--- config.mk ---
export PLATFORM = sky130hd
export DESIGN_NAME = deserializer_fsm
export DESIGN_NICKNAME = d
export VERILOG_FILES = /design/src/rtl/fir_serdes_pkg.sv /design/src/rtl/deserializer_fsm.sv
export SDC_FILE = /design/constraint.sdc
export NUM_CORES = 1
export LEC_CHECK = 0
export CAP_MARGIN = 15
export CELL_PAD_IN_SITES_DETAIL_PLACEMENT = 0
export CELL_PAD_IN_SITES_GLOBAL_PLACEMENT = 1
export CORE_MARGIN = 2
export CORE_UTILIZATION = 25
export DETAILED_ROUTE_END_ITERATION = 8
export GPL_ROUTABILITY_DRIVEN = 0
export PLACE_DENSITY_LB_ADDON = 0.1
export SLEW_MARGIN = 5
export SYNTH_ARGS = -nofsm -noshare
export SYNTH_HDL_FRONTEND = slang
export SYNTH_SLANG_ARGS = --single-unit
--- constraint.sdc ---
create_clock -name i_clk -period 2.8 [get_ports i_clk]
set_input_delay 0.28 -clock i_clk [delete_from_list [all_inputs] [get_ports i_clk]]
set_output_delay 0.28 -clock i_clk [all_outputs]
set_load 0.005 [all_outputs]
--- src/rtl/fir_serdes_pkg.sv ---
// -----------------------------------------------------------------------------
// fir_serdes_pkg
// Shared definitions for the FIR serializer / deserializer pair.
//   - fir_serdes_state_e : FSM state codes EMPTY / HOLD / FULL. The codes are
//                          one-hot compatible so they look the same as the
//                          serializer's state codes in waveforms.
//   - FIR_WORD_LENGTH    : default parallel word width.
// -----------------------------------------------------------------------------
package fir_serdes_pkg;

  localparam int FIR_WORD_LENGTH = 32;

  typedef enum logic [2:0] {
    EMPTY = 3'b001,  // no word pending on the parallel side
    HOLD  = 3'b010,  // out_reg holds a word and collection continues
    FULL  = 3'b100   // out_reg holds a word and shift_reg holds the next one
  } fir_serdes_state_e;

endpackage : fir_serdes_pkg

--- src/rtl/deserializer_fsm.sv ---
// -----------------------------------------------------------------------------
// deserializer_fsm
// Collects an LSB-first serial bit stream and presents LENGTH-bit words on a
// parallel port. The shift register collects the next word while the output
// holding register (out_reg) waits for the consumer. Serial backpressure is
// applied only when both registers hold complete words.
//
// Ports
//   i_clk        : clock, rising edge
//   i_rst_n      : asynchronous active-low reset
//   i_en         : clock enable; when low all state and outputs hold
//   i_din        : serial data bit (first bit of a word is its LSB)
//   i_din_valid  : i_din carries a bit this cycle
//   o_ready      : registered; a serial bit is accepted this cycle if valid
//   ov_dout      : assembled word (output holding register)
//   o_dout_valid : registered; ov_dout holds a complete word
//   i_ready      : consumer accepts ov_dout this cycle
//   o_dbg_state  : current FSM state code (debug visibility only)
//
// Handshake: both ports use valid/ready. A transfer happens on a rising edge
// where i_en, valid and ready are all high. A producer that has raised valid
// keeps valid and data stable until that transfer. The enable gates both
// ports, so with i_en low nothing transfers.
// -----------------------------------------------------------------------------
module deserializer_fsm
  import fir_serdes_pkg::*;
#(
  parameter int LENGTH = FIR_WORD_LENGTH
) (
  input  logic              i_clk,
  input  logic              i_rst_n,
  input  logic              i_en,
  input  logic              i_din,
  input  logic              i_din_valid,
  output logic              o_ready,
  output logic [LENGTH-1:0] ov_dout,
  output logic              o_dout_valid,
  input  logic              i_ready,
  output logic [2:0]        o_dbg_state
);

  localparam int CW = $clog2(LENGTH);
  localparam logic [CW-1:0] LAST_BIT = CW'(LENGTH - 1);

  fir_serdes_state_e state_q, state_d;
  logic [LENGTH-1:0] shift_reg_q, shift_reg_d;
  logic [CW-1:0]     bit_cnt_q, bit_cnt_d;
  logic [LENGTH-1:0] out_reg_q, out_reg_d;
  logic              ready_q, ready_d;
  logic              dout_valid_q, dout_valid_d;

  logic              bit_acc;
  logic              word_done;
  logic              word_take;
  logic [LENGTH-1:0] assembled;

  // Handshake events. Both are qualified by the enable, so a frozen block
  // neither accepts a bit nor gives up a word.
  assign bit_acc   = i_en & i_din_valid & ready_q;
  assign word_done = bit_acc & (bit_cnt_q == LAST_BIT);
  assign word_take = i_en & dout_valid_q & i_ready;
  // LSB-first: new bits enter at the top and shift down, so after LENGTH bits
  // the first bit received is in bit 0.
  assign assembled = {i_din, shift_reg_q[LENGTH-1:1]};

  // ---------------------------------------------------------------------------
  // State register and datapath registers
  // ---------------------------------------------------------------------------
  always_ff @(posedge i_clk or negedge i_rst_n) begin
    if (!i_rst_n) begin
      state_q      <= EMPTY;
      shift_reg_q  <= '0;
      bit_cnt_q    <= '0;
      out_reg_q    <= '0;
      ready_q      <= 1'b0;
      dout_valid_q <= 1'b0;
    end else begin
      state_q      <= state_d;
      shift_reg_q  <= shift_reg_d;
      bit_cnt_q    <= bit_cnt_d;
      out_reg_q    <= out_reg_d;
      ready_q      <= ready_d;
      dout_valid_q <= dout_valid_d;
    end
  end

  // ---------------------------------------------------------------------------
  // Next-state logic
  // ---------------------------------------------------------------------------
  always_comb begin
    state_d = state_q;
    unique case (state_q)
      EMPTY: begin
        if (word_done) state_d = HOLD;
      end
      HOLD: begin
        // done & take keeps HOLD: the new word replaces the one just taken.
        if (word_done && !word_take)      state_d = FULL;
        else if (!word_done && word_take) state_d = EMPTY;
      end
      FULL: begin
        // o_ready is low in FULL, so no bit can complete here.
        if (word_take) state_d = HOLD;
      end
      default: state_d = EMPTY;
    endcase
  end

  // ---------------------------------------------------------------------------
  // Output and datapath logic
  // ---------------------------------------------------------------------------
  always_comb begin
    shift_reg_d  = shift_reg_q;
    bit_cnt_d    = bit_cnt_q;
    out_reg_d    = out_reg_q;
    ready_d      = ready_q;
    dout_valid_d = dout_valid_q;

    if (bit_acc) begin
      shift_reg_d = assembled;
      bit_cnt_d   = word_done ? '0 : bit_cnt_q + 1'b1;
    end

    unique case (state_q)
      EMPTY: begin
        if (word_done) out_reg_d = assembled;
      end
      HOLD: begin
        if (word_done && word_take) out_reg_d = assembled;
      end
      FULL: begin
        // The word parked in shift_reg moves to the output register.
        if (word_take) out_reg_d = shift_reg_q;
      end
      default: ;
    endcase

    // The flags are registered versions of the next state. This makes o_ready
    // rise on the first enabled edge after reset.
    if (i_en) begin
      ready_d      = (state_d != FULL);
      dout_valid_d = (state_d != EMPTY);
    end
  end

  assign o_ready      = ready_q;
  assign o_dout_valid = dout_valid_q;
  assign ov_dout      = out_reg_q;
  assign o_dbg_state  = state_q;

endmodule : deserializer_fsm
# [Word level (Yosys, flattened, before mapping)]
# Index checks and enable logic that the tools add are counted.
# Widths: inputs -> output; s select.
[totals] register_bits=74 in_bits=6 output_inout_bits=37
[classes] addsub=1 eq_ne=9 muxes=10 bitwise=5 n_reduce_logical=7
[ops] op="$mux 32" n=3
[ops] op="$pmux 32 s3" n=1
[ops] op="$mux 3" n=4
[ops] op="$pmux 3 s3" n=1
[ops] op="$ne 2x2->1 const B" n=3
[ops] op="$add 5x1->5 const B" n=1
[ops] op="$and 1x1->1" n=5
[ops] op="$eq 5x5->1 const B" n=1
[ops] op="$mux 5" n=1
[ops] op="$reduce_and 4->1" n=1
[ops] op="$eq 3x1->1 const B" n=1
[ops] op="$eq 3x2->1 const B" n=1
[ops] op="$eq 3x3->1 const B" n=1
[ops] op="$logic_and 1x1->1" n=3
[ops] op="$ne 3x1->1 const B" n=1
[ops] op="$ne 3x3->1 const B" n=1
[ops] op="$reduce_bool 3->1" n=1
[ops] op="$logic_not 1->1" n=2

# [Depth between registers and ports, before layout]
[depth] ltp_word=9 ltp_mapped=9 mapped_depth_nobuf=7

# [Worst setup path before layout]
# Ideal clock, no wire load.
[synth_timing] path_type="flip-flop to flip-flop" startpoint="reg bit_cnt_q[0]" endpoint="reg out_reg_q[0] (netlist: ov_dout[0])" setup_ns=0.125 arrival_ns=2.069 t_required_ns=2.675 slack_ns=0.605 stages_incl_launch_ff=10 path_buffers=2 synth_period_minus_slack_ns=2.195 cell_sequence="dfrtp_1 -> ha_1 -> and3_1 -> ha_1 -> nand4_2 -> nor4b_2 -> and3b_1 -> buf_6 -> buf_12 -> mux2_4"
[synth_via] elab_chain_len=5 elab_cells_between_ends=6
[synth_rtl] element="start: declaration" line="deserializer_fsm.sv:47" text="logic [CW-1:0] bit_cnt_q, bit_cnt_d;"
[synth_rtl] element="start signal: assignment" line="deserializer_fsm.sv:80" text="bit_cnt_q <= bit_cnt_d;"
[synth_rtl] element="$eq 5x5->1 *" line="deserializer_fsm.sv:60" text="assign word_done = bit_acc & (bit_cnt_q == LAST_BIT);"
[synth_rtl] element="$and 1x1->1 *" line="deserializer_fsm.sv:60"
[synth_rtl] element="$logic_and 1x1->1" line="deserializer_fsm.sv:129" text="if (word_done && word_take) out_reg_d = assembled;"
[synth_rtl] element="$ne 2x2->1 (no source line)"
[synth_rtl] element="$reduce_and 4->1 (no source line) *"
[synth_rtl] element="end signal: assignment" line="deserializer_fsm.sv:81" text="out_reg_q <= out_reg_d;"
[synth_rtl] element="end: declaration" line="deserializer_fsm.sv:48" text="logic [LENGTH-1:0] out_reg_q, out_reg_d;"
# Every way passes the cells marked *; elsewhere a longest branch is shown, timed or not.
# A chain may end at the register's enable or synchronous reset.

# [Final worst setup path]
[layout_timing] startpoint="reg bit_cnt_q[0]" endpoint="reg out_reg_q[12] (netlist: ov_dout[12])"
# Same word-level chain as after synthesis.

==> key figures <==
Timing
  – Worst Clk Skew: 7.14 ps
  – Tightest Pin Transition: 974 ps
  – Post-route setup slack: 376 ps
  – Max Slew Vio Count: 0
  – Unrepaired setup endpoints after global routing: false
  – Final Hold Viols: 0
  – Final period util: 86.6%
  – Maximum clock rate: 0.413 GHz
  – Final setup viols: 0
  – Setup TNS: 0 ps
  – Fin crit period: 2420 ps
  – Max-slew headroom: 35.1%

Logic synthesis
  – Synth Instances: 223
  – Most common cell in the netlist: dfrtp_1
  – Post-synth top cells: 73 x dfrtp_1, 67 x mux2_2, 30 x mux2_4, 5 x nand2_1
  – Ys flop type: dfrtp_1
  – Post-synth EDFFs: 0
  – Synth Cell Area: 3420 um^2
  – Average size of a mapped cell: 15.4 um^2
  – Ys Warns: 0
  – Sequential share of the synthesized area: 54.1%
  – FFs w/ async S/R, synth: 100%
  – Synth top area cells: dfrtp_1 53%, mux2_2 22%, mux2_4 13%, buf_12 1.8%, dfstp_2 0.77%
  – Yosys top cell area share: 53.4%
  – Synth Register Bits: 74
  – Cell taking the most area after synthesis: dfrtp_1
  – Synth cell types: 31
  – Syn_nets: 231

Power and ir drop
  – Pwr dens: 721 nW/um^2
  – Leakage: 2.01 nW
  – Max VDD drop: 0.255 mV

Detailed routing
  – Drt drc: 0
  – Routed Antenna Nets: 0
  – Drt total wl: 6480 um
  – Via density: 4.12
  – Detailed-route via count: 1855
  – Initial DRC count: 70
  – Drt pass-1 iters: 2
  – Avg WL per Cell: 14.4 um

CTS
  – Num Clock Sinks: 74
  – Clk Latency, worst-skew pair: 330 ps
  – # resized after CTS: 0
  – CTS tree: yes
  – Post-CTS setup repair buffer count: 0
  – CTS Hold Bufs: 0
  – Clk slew on worst S/H paths: 60 ps
  – H-tree depth: 3
  – TritonCTS Buffers: 9
  – Root buffer cell: clkbuf_16
  – CTS max path bufs: 2

Worst setup path
  – Worst setup path start: bit_cnt_q[0]
  – WP data required: 3010 ps
  – CP Class: reg -> reg
  – R2R depth: 8
  – Critical Path AT: 2640 ps
  – RR Startpoint: bit_cnt_q[0]
  – Worst Setup Start Kind: register
  – Crit-path max FO: 17
  – CP Capture Type: register

Status
  – Run status: completed

Final layout
  – Diode count: 0
  – Area occupied by multi-input gates: 1480 um^2
  – Seq. cell area: 1850 um^2
  – Number of fill cells: 1342
  – Share of layout cells above drive strength 1: 45.3%
  – Layout Nets: 277
  – Layout Cells excl Fill: 450
  – Syn-to-layout area delta: 25.4%

GRT
  – Largest net degree at the start of global routing: 75
  – Initial antenna violation count: 0
  – Tot GR Track Use: 9.83%
  – First-pass GRT wire length: 10800 um
  – Vias in the first global route: 2021
  – GR met3 Demand/Resource: 3.48%
  – Busiest grt layer: met2
  – Grt total ovfl: 0
  – Met2 Usage GRT: 14.4%
  – GR Layer Usage met1: 12.9%

Die
  – Chip height: 121 um
  – Ports: 43
  – Die footprint: 14600 um^2
  – Die X: 121 um
  – Core area: 13300 um^2
  – Row count: 42
  – Initial Utilization: 25.7%

Placed design
  – Post-Place Worst Slack: 374 ps
  – Dpl cells: 434
  – Port Buffers: 42
  – Post-DP HPWL: 3790 um

Job
  – Max cap viols: 0

Worst hold path
  – Worst min path class: in -> async
-- cells by family after synthesis --
family                   after synthesis  synth area share, %
AO/OA/AOI/OAI                         10                 1.68
adder cells (fa/ha/maj)                2                0.731
buffers and inverters                 12                 3.07
flip-flops                            74                 54.1
multiplexers                          97                 35.2
AND/OR/NAND/NOR                       28                 5.19
-- where the power goes --
group	leakage [nW]	switching, mW	internal [mW]	total, mW
Clock	0.144	0.433	0.712	1.15
Sequential	0.981	0.150	1.25	1.40
Combinational	0.889	0.173	0.371	0.544
-- metrics by stage --
stage	total power, mW	area, um^2	util, %	hold slack (ps)
floorplan	1.75	3420	-	-15.6
global placement	1.98	4000	30.1	484
detailed placement	1.98	4000	30.1	492
CTS	3.16	4290	32.3	164
global route	3.28	4290	32.3	201
finish	3.09	4290	32.3	102
-- area by class of cell --
type | instances | area share [%]
Clock buffer | 13 | 5.83
Multi-Input combinational cell | 137 | 34.4
Tap cell | 176 | 5.13
Clock inverter | 3 | 0.933
Timing Repair Buffer | 46 | 10.4
Sequential cell | 74 | 43.2
Inverter | 1 | 0.0874
-- cell usage in the layout (no fill, tap or decap), drive strengths merged, types with 3 or more instances in the layout --
master	netlist	layout
a21oi	4	4
nand2	5	5
and3	3	3
clkdlybuf4s50	0	41
mux2	97	97
dfrtp	73	73
nor3	3	3
buf	7	5
nand3	3	3
nor2	3	3
o21ai	3	3
clkbuf	4	13
nor3b	3	3
-- critical path, stage by stage, from the launching register on --
cell and delay (ps):
dfrtp_1 380, ha_1 170, and3_1 160, ha_1 260, nand4_2 180, nor4b_2 310, and3b_2 250, buf_4 240
mux2_4 340
-- registers in the layout, summed over array words and instances, names as in the netlist --
signal,flops
o_ready,1
o_dbg_state,3
ov_dout,32
bit_cnt_q,5
shift_reg_q,32
o_dout_valid,1
-- worst paths after layout --
kind	end	slack, ps
worst max-delay path	ov_dout[12]	380
worst min-delay path	ov_dout[28]	100
worst max register to register	ov_dout[12]	380
worst min register to register	shift_reg_q[0]	500
max in group asynchronous	ov_dout[10]	2070
min in group i_clk	shift_reg_q[0]	500
-- routing by layer --
layer  vias to the layer above  part of all wire [%]
li1                        896                     -
met3                         9                   3.6
met4                         0                   1.8
met2                        32                    43
met5                         -                     0
met1                       918                    51
(Power assumes the default switching activity.)
